$ cat src/rtl/rom_controller.sv
// Streams a 4-word constant ROM to the downstream store, then pulses a kick to the network controller.
// Optional feature: define ROM_CTRL_CHECKSUM_EN to add an XOR checksum output of the streamed words.
module rom_controller #(
   parameter logic [31:0] ROM_WORD0 = 32'h1111_1111,
   parameter logic [31:0] ROM_WORD1 = 32'h2222_2222,
   parameter logic [31:0] ROM_WORD2 = 32'h4444_4444,
   parameter logic [31:0] ROM_WORD3 = 32'h8888_8888
) (
   input  logic        clk,
   input  logic        reset,
   input  logic        start,
   output logic [0:31] rom_output,
   output logic [1:0]  address,
   output logic        writeData,
   output logic        start_network_controller
`ifdef ROM_CTRL_CHECKSUM_EN
   ,
   output logic [31:0] checksum
`endif
);

   typedef enum logic [1:0] {
      IDLE = 2'd0,
      XFER = 2'd1,
      DONE = 2'd2
   } state_t;

   state_t      state_q, state_d;
   logic [1:0]  idx_q, idx_d;
   logic        start_q;
   logic [31:0] rom_q, rom_d;
   logic [1:0]  addr_q, addr_d;
   logic        wr_q, wr_d;
   logic        kick_q, kick_d;
   logic [31:0] rom_word;
   logic        trigger;
`ifdef ROM_CTRL_CHECKSUM_EN
   logic [31:0] cks_q, cks_d;
`endif

   assign trigger = start & ~start_q;

   always_comb begin
      rom_word = ROM_WORD0;
      case (idx_q)
         2'd0:    rom_word = ROM_WORD0;
         2'd1:    rom_word = ROM_WORD1;
         2'd2:    rom_word = ROM_WORD2;
         default: rom_word = ROM_WORD3;
      endcase
   end

   always_comb begin
      state_d = state_q;
      idx_d   = idx_q;
      rom_d   = '0;
      addr_d  = '0;
      wr_d    = 1'b0;
      kick_d  = 1'b0;
`ifdef ROM_CTRL_CHECKSUM_EN
      cks_d   = cks_q;
`endif
      case (state_q)
         IDLE: begin
            if (trigger) begin
               state_d = XFER;
               idx_d   = 2'd0;
`ifdef ROM_CTRL_CHECKSUM_EN
               cks_d   = '0;
`endif
            end
         end
         XFER: begin
            addr_d = idx_q;
            rom_d  = rom_word;
            wr_d   = 1'b1;
            idx_d  = idx_q + 2'd1;
`ifdef ROM_CTRL_CHECKSUM_EN
            cks_d  = cks_q ^ rom_word;
`endif
            // The last word leaves through DONE, so idx wrapping to 0 is never used.
            if (idx_q == 2'd3) state_d = DONE;
         end
         DONE: begin
            kick_d  = 1'b1;
            state_d = IDLE;
         end
         default: state_d = IDLE;
      endcase
   end

   always_ff @(posedge clk or negedge reset) begin
      if (!reset) begin
         state_q <= IDLE;
         idx_q   <= '0;
         start_q <= 1'b0;
         rom_q   <= '0;
         addr_q  <= '0;
         wr_q    <= 1'b0;
         kick_q  <= 1'b0;
`ifdef ROM_CTRL_CHECKSUM_EN
         cks_q   <= '0;
`endif
      end else begin
         state_q <= state_d;
         idx_q   <= idx_d;
         start_q <= start;
         rom_q   <= rom_d;
         addr_q  <= addr_d;
         wr_q    <= wr_d;
         kick_q  <= kick_d;
`ifdef ROM_CTRL_CHECKSUM_EN
         cks_q   <= cks_d;
`endif
      end
   end

   assign rom_output               = rom_q;
   assign address                  = addr_q;
   assign writeData                = wr_q;
   assign start_network_controller = kick_q;
`ifdef ROM_CTRL_CHECKSUM_EN
   assign checksum                 = cks_q;
`endif

endmodule

$ cat config.mk
export PLATFORM = sky130hd
export DESIGN_NAME = rom_controller
export DESIGN_NICKNAME = d
export VERILOG_FILES = /design/src/rtl/rom_controller.sv
export SDC_FILE = /design/constraint.sdc
export NUM_CORES = 1
export LEC_CHECK = 0
export ABC_AREA = 1
export BUFFER_PORTS_ARGS = -buffer_cell sky130_fd_sc_hd__buf_2
export CAP_MARGIN = 20
export CORE_MARGIN = 2
export CORE_UTILIZATION = 46
export CTS_CLUSTER_SIZE = 10
export DETAILED_ROUTE_END_ITERATION = 8
export GPL_TIMING_DRIVEN = 0
export PLACE_DENSITY = 0.79
export SLEW_MARGIN = 20
export SYNTH_ARGS = -nofsm -noshare
export SYNTH_HDL_FRONTEND = slang
export SYNTH_SLANG_ARGS = --single-unit
$ cat constraint.sdc
create_clock -name clk -period 1.9 [get_ports clk]
set_clock_uncertainty 0.05 [all_clocks]
set_input_delay 0.095 -clock clk [delete_from_list [all_inputs] [get_ports clk]]
set_output_delay 0.095 -clock clk [all_outputs]
set_load 0.005 [all_outputs]
Word-level counts from Yosys, hierarchy flattened
Cells that the tools add are included.
Widths: inputs -> output; s select.
{ "totals": {"register_bits": 41, "in_bits": 3, "out_inout_bits": 36, "word_cells": 32} }
{ "classes": {"add_sub_neg": 1, "eq_ne": 7, "n_mux": 10, "bitwise_logic": 2, "n_reduce_logical": 5} }
{ "op_table": {"columns": ["operator", "count"], "rows": [
  ["$pmux 32 s3", 1],
  ["$mux 32", 1],
  ["$mux 2", 4],
  ["$pmux 2 s2", 2],
  ["$eq 2x2->1 const B", 3],
  ["$eq 2x1->1 const B", 2],
  ["$logic_not 2->1", 2],
  ["$ne 2x2->1 const B", 2],
  ["$reduce_and 2->1", 2],
  ["$add 2x1->2 const B", 1],
  ["$mux 1", 2],
  ["$reduce_bool 2->1", 1],
  ["$and 1x1->1", 1],
  ["$not 1->1", 1]
]} }

Logic depth before layout (Yosys ltp)
Gate-level depths: netlist of run 1.
{ "depth": {"ltp_word": 4, "mapped_depth": 5, "mapped_depth_nobuf": 5} }

Worst setup path before layout of run 1
OpenSTA, ideal clock, no wires.
{ "synth_timing": {"path_kind": "reg2reg", "startpoint": "register idx_q[0]", "endpoint": "register idx_q[1]", "setup_time_ps": 117, "t_arrival_ps": 856, "t_required_ps": 1733, "setup_slack_ps": 876, "stages_incl_launch_ff": 5, "path_buffers": 0, "synth_period_minus_slack_ps": 1024, "cell_sequence": "dfrtp_1 -> inv_1 -> ha_1 -> nand2_1 -> nand2_1"} }
{ "synth_between": {"elab_chain_cells": 2} }
{ "synth_lines": {"columns": ["item", "line", "text"], "rows": [
  ["start, declared", "29", "logic [1:0] idx_q, idx_d;"],
  ["start signal, assigned", "106", "idx_q <= idx_d;"],
  ["$add 2x1->2", "77", "idx_d = idx_q + 2'd1;"],
  ["$pmux 2 s2", "63", "case (state_q)"]
]} }
Every way passes these cells.
A chain may end at the register's enable or synchronous reset.

Worst setup path in the final report of run 1
Same ends and word-level chain as after synthesis.

==> out/qor.log, run 1 <==
INFO  cells_and_area mostFrequentLayoutCell=buf_2
INFO  setup_path     critical_path_class=flip-flop to flip-flop
INFO  cells_and_area insertedDiodeCount=0
INFO  drt            routed_via_density=3.978
INFO  logic_synthesis synth_largest_area_cell=dfrtp_1
INFO  logic_synthesis syn-cell-area=728.2squm
INFO  cells_and_area final_layout_size_suffix_gt1_frac=0.6134
INFO  logic_synthesis syn_area_per_cell=9.709squm
INFO  sta            final-hold-violation-count=0
INFO  power_and_ir_drop seq_power_share=0.321
INFO  logic_synthesis yosysUniqueCellTypes=11
INFO  setup_path     cp-end-kind=flip-flop
INFO  sta            final_worst_path_cycle_share=0.6019
INFO  clocking       cts_num_sinks=13
INFO  flow_run       drv_cap=0
INFO  place          place_area=938.4squm
INFO  power_and_ir_drop switching_share=0.3415
INFO  sta            timing.final.ws_setup=0.7564ns
INFO  clocking       cts_root_buffer=clkbuf_4
INFO  floorplanning  initial_core_util=0.4891
INFO  clocking       clock_path_buffers=2
INFO  drt            wirelength=1105microns
INFO  sta            maxSlewViolCount=0
INFO  clocking       cts_setup_buffers=0
INFO  sta            timing_worst_slew_pin_value=0.2648ns
INFO  drt            detail-route-antenna-nets=0
INFO  global_routing globalRouteOverflowTotal=0
INFO  setup_path     start_of_the_worst_register_to_register_path=idx_q[0]
INFO  place          gpl.final_weighted_congestion=0.7814
INFO  clocking       num_cts_buffers=3
INFO  hold_path      min-delay-path-class=primary input to async pin
INFO  floorplanning  fp.dieW=43.79microns
INFO  sta            fmax=874.4MHz
INFO  setup_path     crit_arrival=1.25ns
INFO  sta            timing.final.crit_period=1.144ns
INFO  setup_path     worst-path-max-fanout=5
INFO  cells_and_area final_design_area_no_fill=984.7squm
INFO  floorplanning  coreArea=1489squm
INFO  place          detailedPlace.worstSlack=0.7853ns
INFO  drt            drtPass1Iterations=3
INFO  sta            setup_viol_count_final=0
INFO  power_and_ir_drop post-layout-total-power=1526uW
INFO  power_and_ir_drop clock_power_frac=0.103
INFO  drt            dr.first_iter.drc_count=6
INFO  clocking       cts-hold-fix-buffers=2
INFO  setup_path     critical_path.reg2reg.endpoint=idx_q[1]
INFO  cells_and_area design.final.nets=128
INFO  power_and_ir_drop power.leakage=0.0006490uW
INFO  setup_path     timing.critical_path.from_type=flip-flop
INFO  clocking       tritoncts_clock_tree=done
INFO  place          dp_hpwl=926microns
INFO  logic_synthesis ffs_latches_synth=13
INFO  global_routing grt_first_pass_wirelength=1704microns
INFO  logic_synthesis yosysWarnings=0
INFO  clocking       worstSkewPairLatency=0.26ns
INFO  cells_and_area final_cell_mix=38 x buf_2, 28 x buf_4, 13 x dfrtp_1, 9 x inv_1, 8 x nor2_1
INFO  drt            wire_per_inst=8.185microns
INFO  global_routing global_route.usage.total=0.1246
INFO  sta            relSlewSlack=0.8234
INFO  clocking       post_cts_resize_count=0
INFO  global_routing grt_start_max_net_pins=14
INFO  clocking       htree_levels=1
INFO  logic_synthesis yosys-top-cells-area=dfrtp_1 45%, buf_4 29%, ha_1 8.6%
INFO  floorplanning  die_y=43.79microns
INFO  place          io_buffers=38
INFO  power_and_ir_drop comb_power_share=0.576
INFO  power_and_ir_drop power.density=1549nW/um^2
INFO  drt            vias=537
INFO  global_routing grt_pass1_vias=441
INFO  setup_path     worst-r2r-cell-count=4
INFO  sta            rsz_0062_raised_after_global_routing=false
INFO  floorplanning  ioPinCount=39
INFO  power_and_ir_drop ir_drop=0.7361mV
INFO  power_and_ir_drop p_int=1005uW
INFO  global_routing antenna_violations_before_repair=0
INFO  power_and_ir_drop netSwitchingPower=521.0uW
INFO  clocking       clkTransAtPathRegs=0.07ns
INFO  logic_synthesis number_of_instances_in_the_synthesized_netlist=75
INFO  floorplanning  die_area=1917squm
INFO  drt            drcViolationCount=0
INFO  setup_path     cp_data_required_time=2.01ns
INFO  logic_synthesis seq_area_frac_synth=0.4467
INFO  cells_and_area fill_cells=127
INFO  setup_path     reg2reg_setup_slack=0.76ns
INFO  logic_synthesis synthesis.nets=83
INFO  cells_and_area relative_area_change_from_synthesis_to_final_layout=35.22%
INFO  logic_synthesis area_fraction_of_the_dominant_cell_type_after_synthesis=0.4467
INFO  floorplanning  fp-row-count=14
INFO  sta            totalNegativeSetupSlack=0ns
INFO  sta            hold-worst-slack=0.1708ns
INFO  run_status     status=completed
area by class of cell:
type	instances	area [sq um]	area share
Buffer	29	221.5	0.2249
Clock buffer	4	26.28	0.02668
Inverter	10	37.54	0.03812
Multi-Input combinational cell	23	143.9	0.1461
Sequential cell	13	325.3	0.3304
Tap cell	16	20.02	0.02033
Timing Repair Buffer	40	210.2	0.2135
power groups by stage:
| stage | combinational [uW] | sequential (uW) | clock (uW) |
|---|---|---|---|
| 6_report | 878 | 490 | 158 |
| 5_1_grt | 972 | 509 | 185 |
| 4_1_cts | 893 | 492 | 164 |
| 3_5_place_dp | 887 | 496 | 0 |
| 3_3_place_gp | 861 | 486 | 0 |
| 2_1_floorplan | 559 | 488 | 0 |
kinds of logic after synthesis:
group | share of synthesized area
adder cells (fa/ha/maj) | 0.08591
AND/OR/NAND/NOR | 0.09622
flip-flops | 0.4467
buffers and inverters | 0.3557
AO/OA/AOI/OAI | 0.01546
routing by layer:
metal  GRT usage  up-vias  routed length, microns
met5           0        -                       0
met4     0.09091        0                      11
met3     0.02917        2                     138
met2      0.2441       28                     551
met1      0.1037      226                     404
li1            -      281                       -
registers in the layout, indices dropped and copies added, names as in the netlist:
signal / flops
rom_output: 4
address: 2
state_q: 2
start_q: 1
writeData: 1
start_network_controller: 1
idx_q: 2
worst max path at each step:
stage	to	from	cells after the start
2_1_floorplan	idx_q[1]	idx_q[0]	4
4_1_cts	rom_output[18]	rom_output[2]	2
3_3_place_gp	idx_q[1]	idx_q[0]	4
3_5_place_dp	idx_q[1]	idx_q[0]	4
5_1_grt	idx_q[1]	idx_q[0]	4
6_report	idx_q[1]	idx_q[0]	4
through the flow:
stage / cells / utilization
5_1_grt: 135 / 0.6613
4_1_cts: 135 / 0.6613
3_5_place_dp: 129 / 0.6303
3_3_place_gp: 129 / 0.6303
2_1_floorplan: 75 / -
6_report: 135 / 0.6613
synth_stat cells:
cell and n:
inv_2 1, nand2_2 1, inv_1 9, ha_1 5
nor2_1 8, nand2_1 5, buf_6 1, nand3_1 3
buf_4 28, dfrtp_1 13, a21boi_2 1
worst max-delay path, stage by stage, from the launching register on:
cell and delay [ns]:
dfrtp_1 0.44, inv_1 0.12, ha_1 0.30, nand2_1 0.07, nand2_1 0.05
No activity file was read; power rests on OpenSTA's default activity.
==> run 2: changes to the inputs <==
--- a/config.mk
+++ b/config.mk
@@ -5,15 +5,15 @@
 export SDC_FILE = /design/constraint.sdc
 export NUM_CORES = 1
 export LEC_CHECK = 0
-export ABC_AREA = 1
+export ABC_AREA = 0
 export BUFFER_PORTS_ARGS = -buffer_cell sky130_fd_sc_hd__buf_2
 export CAP_MARGIN = 20
 export CORE_MARGIN = 2
-export CORE_UTILIZATION = 46
+export CORE_UTILIZATION = 39
 export CTS_CLUSTER_SIZE = 10
 export DETAILED_ROUTE_END_ITERATION = 8
 export GPL_TIMING_DRIVEN = 0
-export PLACE_DENSITY = 0.79
+export PLACE_DENSITY = 0.7
 export SLEW_MARGIN = 20
 export SYNTH_ARGS = -nofsm -noshare
 export SYNTH_HDL_FRONTEND = slang
==> constraint.sdc (replaced) <==
create_clock -name clk -period 0.95 [get_ports clk]
set_clock_uncertainty 0.05 [all_clocks]
set_input_delay 0.0475 -clock clk [delete_from_list [all_inputs] [get_ports clk]]
set_output_delay 0.0475 -clock clk [all_outputs]
set_load 0.005 [all_outputs]
==> out/qor.log, run 2 <==
INFO  clocking       clkTransAtPathRegs=0.07ns [about the same]
INFO  setup_path     critical_path_buf_inv_count=0 [was 1]
INFO  power_and_ir_drop ir_drop=1.536mV [was 0.7361 mV]
INFO  place          dp_hpwl=928.7microns [was 926 microns]
INFO  sta            relSlewSlack=0.8146 [was 0.8234]
INFO  logic_synthesis synth-main-ff-cell=dfrtp_1 [unchanged]
INFO  drt            routed_via_density=4.133 [was 3.978]
INFO  logic_synthesis syn_area_per_cell=11.17squm [was 9.709 sq um]
INFO  clocking       tritoncts_clock_tree=done [unchanged]
INFO  run_status     violations=negative setup slack
INFO  global_routing grt_pass1_vias=506 [was 441]
INFO  logic_synthesis yosysWarnings=0 [unchanged]
INFO  sta            fmax=897.8MHz [was 874.4 MHz]
INFO  cells_and_area design.final.nets=127 [was 128]
INFO  clocking       htree_levels=1 [unchanged]
INFO  power_and_ir_drop power.density=3204nW/um^2 [was 1549 nW/um^2]
INFO  drt            dr.first_iter.drc_count=0 [was 6]
INFO  logic_synthesis area_fraction_of_the_dominant_cell_type_after_synthesis=0.4348 [was 0.4467]
INFO  cells_and_area final_layout_size_suffix_gt1_frac=0.9153 [was 0.6134]
INFO  drt            wire_per_inst=11.94microns [was 8.185 microns]
INFO  sta            timing.final.crit_period=1.114ns [was 1.144 ns]
INFO  power_and_ir_drop post-layout-total-power=4246uW [was 1526 uW]
INFO  power_and_ir_drop power.leakage=0.0007112uW [was 0.0006490 uW]
INFO  global_routing grt_first_pass_wirelength=2083microns [was 1704 microns]
INFO  logic_synthesis number_of_instances_in_the_synthesized_netlist=67 [was 75]
INFO  floorplanning  ioPinCount=39 [unchanged]
INFO  sta            final-hold-violation-count=0 [unchanged]
INFO  setup_path     critical-path-slowest-cell=dfrtp_2 [was dfrtp_1]
INFO  sta            maxSlewViolCount=0 [unchanged]
INFO  logic_synthesis syn-cell-area=748.2squm [was 728.2 sq um]
INFO  hold_path      min-delay-path-class=primary input to async pin [unchanged]
INFO  logic_synthesis synth_largest_area_cell=dfrtp_1 [unchanged]
INFO  logic_synthesis ys_top_cells_by_count=28 x buf_4, 13 x dfrtp_1, 5 x and2_4, 5 x ha_1 [was 28 x buf_4, 13 x dfrtp_1, 9 x inv_1, 8 x nor2_1]
INFO  logic_synthesis ffs_latches_synth=13 [unchanged]
INFO  global_routing global_route.usage.total=0.1320 [was 0.1246]
INFO  clocking       clock_path_buffers=2 [unchanged]
INFO  setup_path     critical-path-top-delay-family=flip-flops [unchanged]
INFO  cells_and_area insertedDiodeCount=0 [unchanged]
INFO  drt            detail-route-antenna-nets=0 [unchanged]
INFO  cells_and_area mostFrequentLayoutCell=buf_6 [was buf_2]
INFO  logic_synthesis most_frequently_used_cell_type_in_the_post_synthesis_netlist=buf_4 [unchanged]
INFO  setup_path     cp_data_required_time=1.10ns [was 2.01 ns]
INFO  floorplanning  die_area=2285squm [was 1917 sq um]
INFO  clocking       cts_root_buffer=clkbuf_4 [unchanged]
INFO  setup_path     critical-path-max-stage-delay=0.48ns [was 0.44 ns]
INFO  sta            final_worst_path_cycle_share=1.172 [was 0.6019]
INFO  logic_synthesis synthesis.nets=75 [was 83]
INFO  drt            vias=591 [was 537]
INFO  drt            wirelength=1708microns [was 1105 microns]
INFO  floorplanning  initial_core_util=0.4241 [was 0.4891]
INFO  cells_and_area largest_register_ff_count=4 [unchanged]
INFO  run_status     status=finished, violations left [was completed]
INFO  setup_path     worst-path-max-fanout=4 [was 5]
INFO  drt            drtPass1Iterations=1 [was 3]
INFO  place          gpl.final_weighted_congestion=0.7587 [was 0.7814]
INFO  setup_path     timing.critical_path.from_type=flip-flop [unchanged]
INFO  sta            rsz_0062_raised_after_global_routing=true [was false]
INFO  logic_synthesis yosysUniqueCellTypes=17 [was 11]
INFO  logic_synthesis seq_area_frac_synth=0.4348 [was 0.4467]
INFO  flow_run       drv_cap=0 [unchanged]
INFO  setup_path     cp-end-kind=flip-flop [unchanged]
INFO  cells_and_area post_route_utilization=0.7511 [was 0.6613]
INFO  cells_and_area final_cell_mix=33 x buf_6, 24 x buf_2, 17 x buf_4, 7 x dfrtp_2, 6 x dfrtp_1 [was 38 x buf_2, 28 x buf_4, 13 x dfrtp_1, 9 x inv_1, 8 x nor2_1]
INFO  logic_synthesis yosys-top-cells-area=dfrtp_1 43%, buf_4 28%, ha_1 8.4% [was dfrtp_1 45%, buf_4 29%, ha_1 8.6%]
INFO  clocking       cts_num_sinks=13 [unchanged]
INFO  floorplanning  coreArea=1764squm [was 1489 sq um]
INFO  floorplanning  die_y=47.80microns [was 43.79 microns]
INFO  sta            timing_worst_slew_pin_value=0.2781ns [was 0.2648 ns]
INFO  sta            timing.final.ws_setup=-0.1638ns [was 0.7564 ns]
INFO  setup_path     path_cells=ha_4 > mux2_4 > nor2_2 [was inv_1 > ha_1 > nand2_1 > nand2_1]
INFO  floorplanning  fp-row-count=15 [was 14]
INFO  drt            drcViolationCount=0 [unchanged]
INFO  setup_path     crit_arrival=1.27ns [was 1.25 ns]
INFO  place          io_buffers=38 [unchanged]
INFO  global_routing antenna_violations_before_repair=0 [unchanged]
INFO  cells_and_area fill_cells=126 [was 127]
INFO  sta            setup_viol_count_final=40 [was 0]
INFO  global_routing globalRouteOverflowTotal=0 [unchanged]
INFO  logic_synthesis synth_edf_count=0 [unchanged]
INFO  logic_synthesis share_of_flip_flops_with_an_asynchronous_set_or_reset=1.000 [unchanged]
INFO  setup_path     critical_path_class=flip-flop to flip-flop [unchanged]
INFO  global_routing grt_start_max_net_pins=14 [unchanged]
INFO  cells_and_area relative_area_change_from_synthesis_to_final_layout=77.09% [was 35.22%]
INFO  clocking       num_cts_buffers=3 [unchanged]
INFO  clocking       worstSkewPairLatency=0.27ns [was 0.26 ns]
INFO  floorplanning  fp.dieW=47.80microns [was 43.79 microns]
[run 2: cell count changes in the layout (fill, tap and decap cells not counted), sizes merged, moves of 2 or more]
cell,previous run,this run
nand3,3,0
nor2,8,2
buf,67,74
nand2,6,1
a21oi,0,2
nor3,0,2
inv,10,3
and2,0,5
[run 2: layout make-up]
class | count | area [sq um] | area share
flip-flops and latches | 13 | 334.1 | 0.2521
well taps | 25 | 31.28 | 0.02361
inverters | 3 | 16.27 | 0.01228
multi-input cells | 22 | 277.8 | 0.2096
repair buffers | 48 | 376.6 | 0.2842
clock buffers | 4 | 26.28 | 0.01983
plain buffers | 28 | 262.8 | 0.1983
[run 2: worst reg2reg max path, cell delays in order (launching register included)]
cell and delay (ns):
dfrtp_2 0.48, ha_4 0.18, mux2_4 0.26, nor2_2 0.08
[run 2: what timing repair did]
| item | CTS | global route |
|---|---|---|
| hold buffers | 2 | 0 |
| setup buffers | 6 | 2 |
| pin swaps | 3 | 6 |
| hold endpoints to repair | 14 | 0 |
| setup endpoints to repair | 40 | 43 |
| gates resized for setup | 24 | 30 |
[run 2: through the flow]
step,setup slack [ns],setup TNS [ns],instances,hold WS (ns),instance area [sq um]
final,-0.1638,-4.628,143,0.1279,1325
after global routing,-0.2122,-6.555,143,0.1391,1325
after CTS,-0.1525,-4.445,141,0.1312,1169
after detailed placement,-0.1411,-0.5188,130,-0.1038,983.4
after global placement,-0.1258,-0.4068,130,-0.1063,983.4
after floorplan,-0.1004,-0.1724,67,-0.2981,762.0
[run 2: logic make-up (layout without fill, tap and decap cells)]
kind of cell	count (synthesis)	in the layout	synth area share
AO/OA/AOI/OAI	3	3	0.02507
adder cells (fa/ha/maj)	5	5	0.08361
buffers and inverters	32	83	0.3110
AND/OR/NAND/NOR	13	13	0.1254
multiplexers	1	1	0.02006
flip-flops	13	13	0.4348
[run 2: where the power goes]
group	total (uW)	internal, uW	switching, uW
Clock	325	162	163
Combinational	2810	1850	958
Sequential	1110	782	326
Total	4250	2800	1450
[run 2: metal layers]
layer | routed length (microns) | vias up | global-route usage
li1 | - | 281 | -
met4 | 26 | 0 | 0.04865
met1 | 609 | 274 | 0.1348
met5 | 0 | - | 0
met2 | 911 | 32 | 0.2533
met3 | 160 | 4 | 0.03396
[run 2: worst paths after layout]
kind                             from             to  slack (ns)  cells past startpoint
max in group asynchronous       reset  rom_output[3]        0.48                      2
max reg2reg                  idx_q[0]     state_q[0]       -0.16                      3
max                          idx_q[0]     state_q[0]       -0.16                      3
min reg2reg                state_q[1]      writeData        0.50                      1
min                             reset       idx_q[1]        0.13                      2
min in group clk                start     state_q[0]        0.14                      4
==> run 3: changes to the inputs <==
==> constraint.sdc (replaced) <==
create_clock -name clk -period 0.95 [get_ports clk]
set_clock_uncertainty 0.05 [all_clocks]
set_input_delay 0.0475 -clock clk [delete_from_list [all_inputs] [get_ports clk]]
set_output_delay 0.0475 -clock clk [all_outputs]
set_load 0.02 [all_outputs]
==> out/qor.log, run 3 (synthesis results as in run 2) <==
INFO  hold_path      min-delay-path-class=primary input to async pin [unchanged]
INFO  clocking       cts_num_sinks=13 [unchanged]
INFO  sta            timing.final.crit_period=1.150ns [was 1.114 ns]
INFO  sta            final_worst_path_cycle_share=1.210 [was 1.172]
INFO  sta            maxSlewViolCount=0 [unchanged]
INFO  global_routing grt_start_max_net_pins=14 [unchanged]
INFO  cells_and_area relative_area_change_from_synthesis_to_final_layout=93.65% [was 77.09%]
INFO  cells_and_area design.final.nets=128 [was 127]
INFO  clocking       clkTransAtPathRegs=0.08ns [was 0.07 ns]
INFO  cells_and_area insertedDiodeCount=0 [unchanged]
INFO  setup_path     worst-path-max-fanout=8 [was 4]
INFO  floorplanning  ioPinCount=39 [unchanged]
INFO  sta            relSlewSlack=0.8146 [about the same]
INFO  sta            timing.final.ws_setup=-0.1998ns [was -0.1638 ns]
INFO  drt            detail-route-antenna-nets=0 [unchanged]
INFO  cells_and_area layout.cells.non_filler=144 [was 143]
INFO  place          numPlacedInstances=130 [unchanged]
INFO  cells_and_area mostFrequentLayoutCell=buf_6 [unchanged]
INFO  global_routing antenna_violations_before_repair=0 [unchanged]
INFO  power_and_ir_drop ir_drop=2.443mV [was 1.536 mV]
INFO  drt            drtPass1Iterations=4 [was 1]
INFO  power_and_ir_drop power.leakage=0.0007368uW [was 0.0007112 uW]
INFO  place          io_buffers=38 [unchanged]
INFO  clocking       worstSkewPairLatency=0.28ns [was 0.27 ns]
INFO  cells_and_area fill_cells=97 [was 126]
INFO  clocking       htree_levels=1 [unchanged]
INFO  run_status     violations=negative setup slack [unchanged]
INFO  global_routing global_route.usage.total=0.1676 [was 0.1320]
INFO  floorplanning  fp-row-count=15 [unchanged]
INFO  global_routing grt_pass1_vias=561 [was 506]
INFO  global_routing met3_usage=0.03774 [was 0.03396]
INFO  cells_and_area largest_register_ff_count=4 [unchanged]
INFO  global_routing grt_first_pass_wirelength=2559microns [was 2083 microns]
INFO  setup_path     cp_data_required_time=0.85ns [was 1.10 ns]
INFO  setup_path     cp-end-kind=output pin [was flip-flop]
INFO  setup_path     critical-path-max-stage-delay=0.49ns [was 0.48 ns]
INFO  floorplanning  initial_core_util=0.4241 [unchanged]
INFO  floorplanning  die_y=47.80microns [unchanged]
INFO  place          detailedPlace.worstSlack=-0.1411ns [unchanged]
INFO  floorplanning  fp.dieW=47.80microns [unchanged]
INFO  place          gpl.final_weighted_congestion=0.7587 [unchanged]
INFO  setup_path     timing.critical_path.from_type=flip-flop [unchanged]
INFO  clocking       clock_path_buffers=2 [unchanged]
INFO  drt            drcViolationCount=0 [unchanged]
INFO  flow_run       drv_cap=0 [unchanged]
INFO  drt            wire_per_inst=14.59microns [was 11.94 microns]
INFO  cells_and_area final_cell_mix=48 x buf_6, 19 x buf_4, 7 x dfrtp_2, 7 x buf_2, 6 x dfrtp_1 [was 33 x buf_6, 24 x buf_2, 17 x buf_4, 7 x dfrtp_2, 6 x dfrtp_1]
INFO  power_and_ir_drop power.density=3828nW/um^2 [was 3204 nW/um^2]
INFO  sta            rsz_0062_raised_after_global_routing=true [unchanged]
INFO  sta            timing_worst_slew_pin_value=0.2782ns [was 0.2781 ns]
INFO  floorplanning  coreArea=1764squm [unchanged]
INFO  drt            wirelength=2101microns [was 1708 microns]
INFO  clocking       tritoncts_clock_tree=done [unchanged]
INFO  place          dp_hpwl=928.7microns [unchanged]
INFO  global_routing grt_use_met2=0.3200 [was 0.2533]
INFO  sta            fmax=869.7MHz [was 897.8 MHz]
INFO  clocking       cts_root_buffer=clkbuf_4 [unchanged]
INFO  sta            setup_viol_count_final=40 [unchanged]
INFO  clocking       num_cts_buffers=3 [unchanged]
INFO  setup_path     crit_arrival=1.05ns [was 1.27 ns]
INFO  setup_path     critical-path-slowest-cell=dfrtp_2 [unchanged]
INFO  setup_path     critical_path_class=flip-flop to output pin [was flip-flop to flip-flop]
INFO  floorplanning  die_area=2285squm [unchanged]
INFO  cells_and_area final_layout_size_suffix_gt1_frac=0.9160 [was 0.9153]
INFO  sta            final-hold-violation-count=0 [unchanged]
INFO  drt            routed_via_density=4.257 [was 4.133]
INFO  global_routing global_route.usage.met1=0.1745 [was 0.1348]
INFO  drt            vias=613 [was 591]
INFO  global_routing gr-max-usage-layer=met2 [unchanged]
INFO  setup_path     path_cells=buf_4 > buf_6 [was ha_4 > mux2_4 > nor2_2]
INFO  global_routing globalRouteOverflowTotal=0 [unchanged]
INFO  run_status     status=finished, violations left [unchanged]
INFO  drt            dr.first_iter.drc_count=3 [was 0]
[run 3: changes by cell type in the layout (fill, tap and decap cells not counted)]
cell / before / now
nor2_2: 2 / 1
buf_4: 17 / 19
buf_12: 0 / 1
buf_6: 33 / 48
nor2_4: 0 / 1
buf_2: 24 / 7
[run 3: final cells by class]
type                       count  area (sq um)  share of cell area
multi-input combinational     22         282.8              0.1952
inverter                       3         16.27             0.01123
clock buffer                   4         26.28             0.01813
timing repair buffer          49         488.0              0.3368
sequential                    13         334.1              0.2306
tap                           25         31.28             0.02159
buffer                        28         270.3              0.1865
[run 3: worst max-delay path: cells and delay by family, from the launching register on]
| family | cells | cell delay (ns) |
|---|---|---|
| flops | 1 | 0.49 |
| buf+inv | 2 | 0.29 |
[run 3: worst paths after layout]
check,start,endpoint,slack [ns],cells past startpoint
worst max register to register,idx_q[0],state_q[0],-0.16,3
worst max-delay path,rom_output[4],rom_output[8],-0.20,2
worst min register to register,state_q[1],writeData,0.51,1
worst min-delay path,reset,writeData,0.12,2
max in group asynchronous,reset,rom_output[3],0.50,2
min in group clk,start,state_q[0],0.14,4
[run 3: what timing repair did]
action / CTS / global route
pin swaps: 5 / 5
endpoints found under the setup margin: 40 / 42
hold endpoints to repair: 14 / 0
gates resized for setup: 72 / 29
buffers inserted: 8 / 1
hold buffers: 2 / 0
[run 3: per-stage QoR]
stage	setup TNS (ns)	area [sq um]	hold WS, ns	total power [uW]	utilization
after floorplan	-0.1724	762.0	-0.2981	2889	-
final	-6.166	1449	0.1163	5547	0.8213
after global routing	-7.632	1449	0.1357	5823	0.8213
after CTS	-5.147	1328	0.1312	4917	0.7525
after detailed placement	-0.5188	983.4	-0.1038	3543	0.5574
after global placement	-0.4068	983.4	-0.1063	3478	0.5574
[run 3: where the power goes]
part           internal (uW)  total, uW  switching (uW)
clock                    163        340             177
combinational           2300       4070            1770
sequential               782       1130             353
[run 3: routing by layer]
metal	part of all wire	vias to the layer above
met2	0.53	39
met1	0.39	288
met5	0	-
li1	-	281
met4	0.014	0
met3	0.066	5
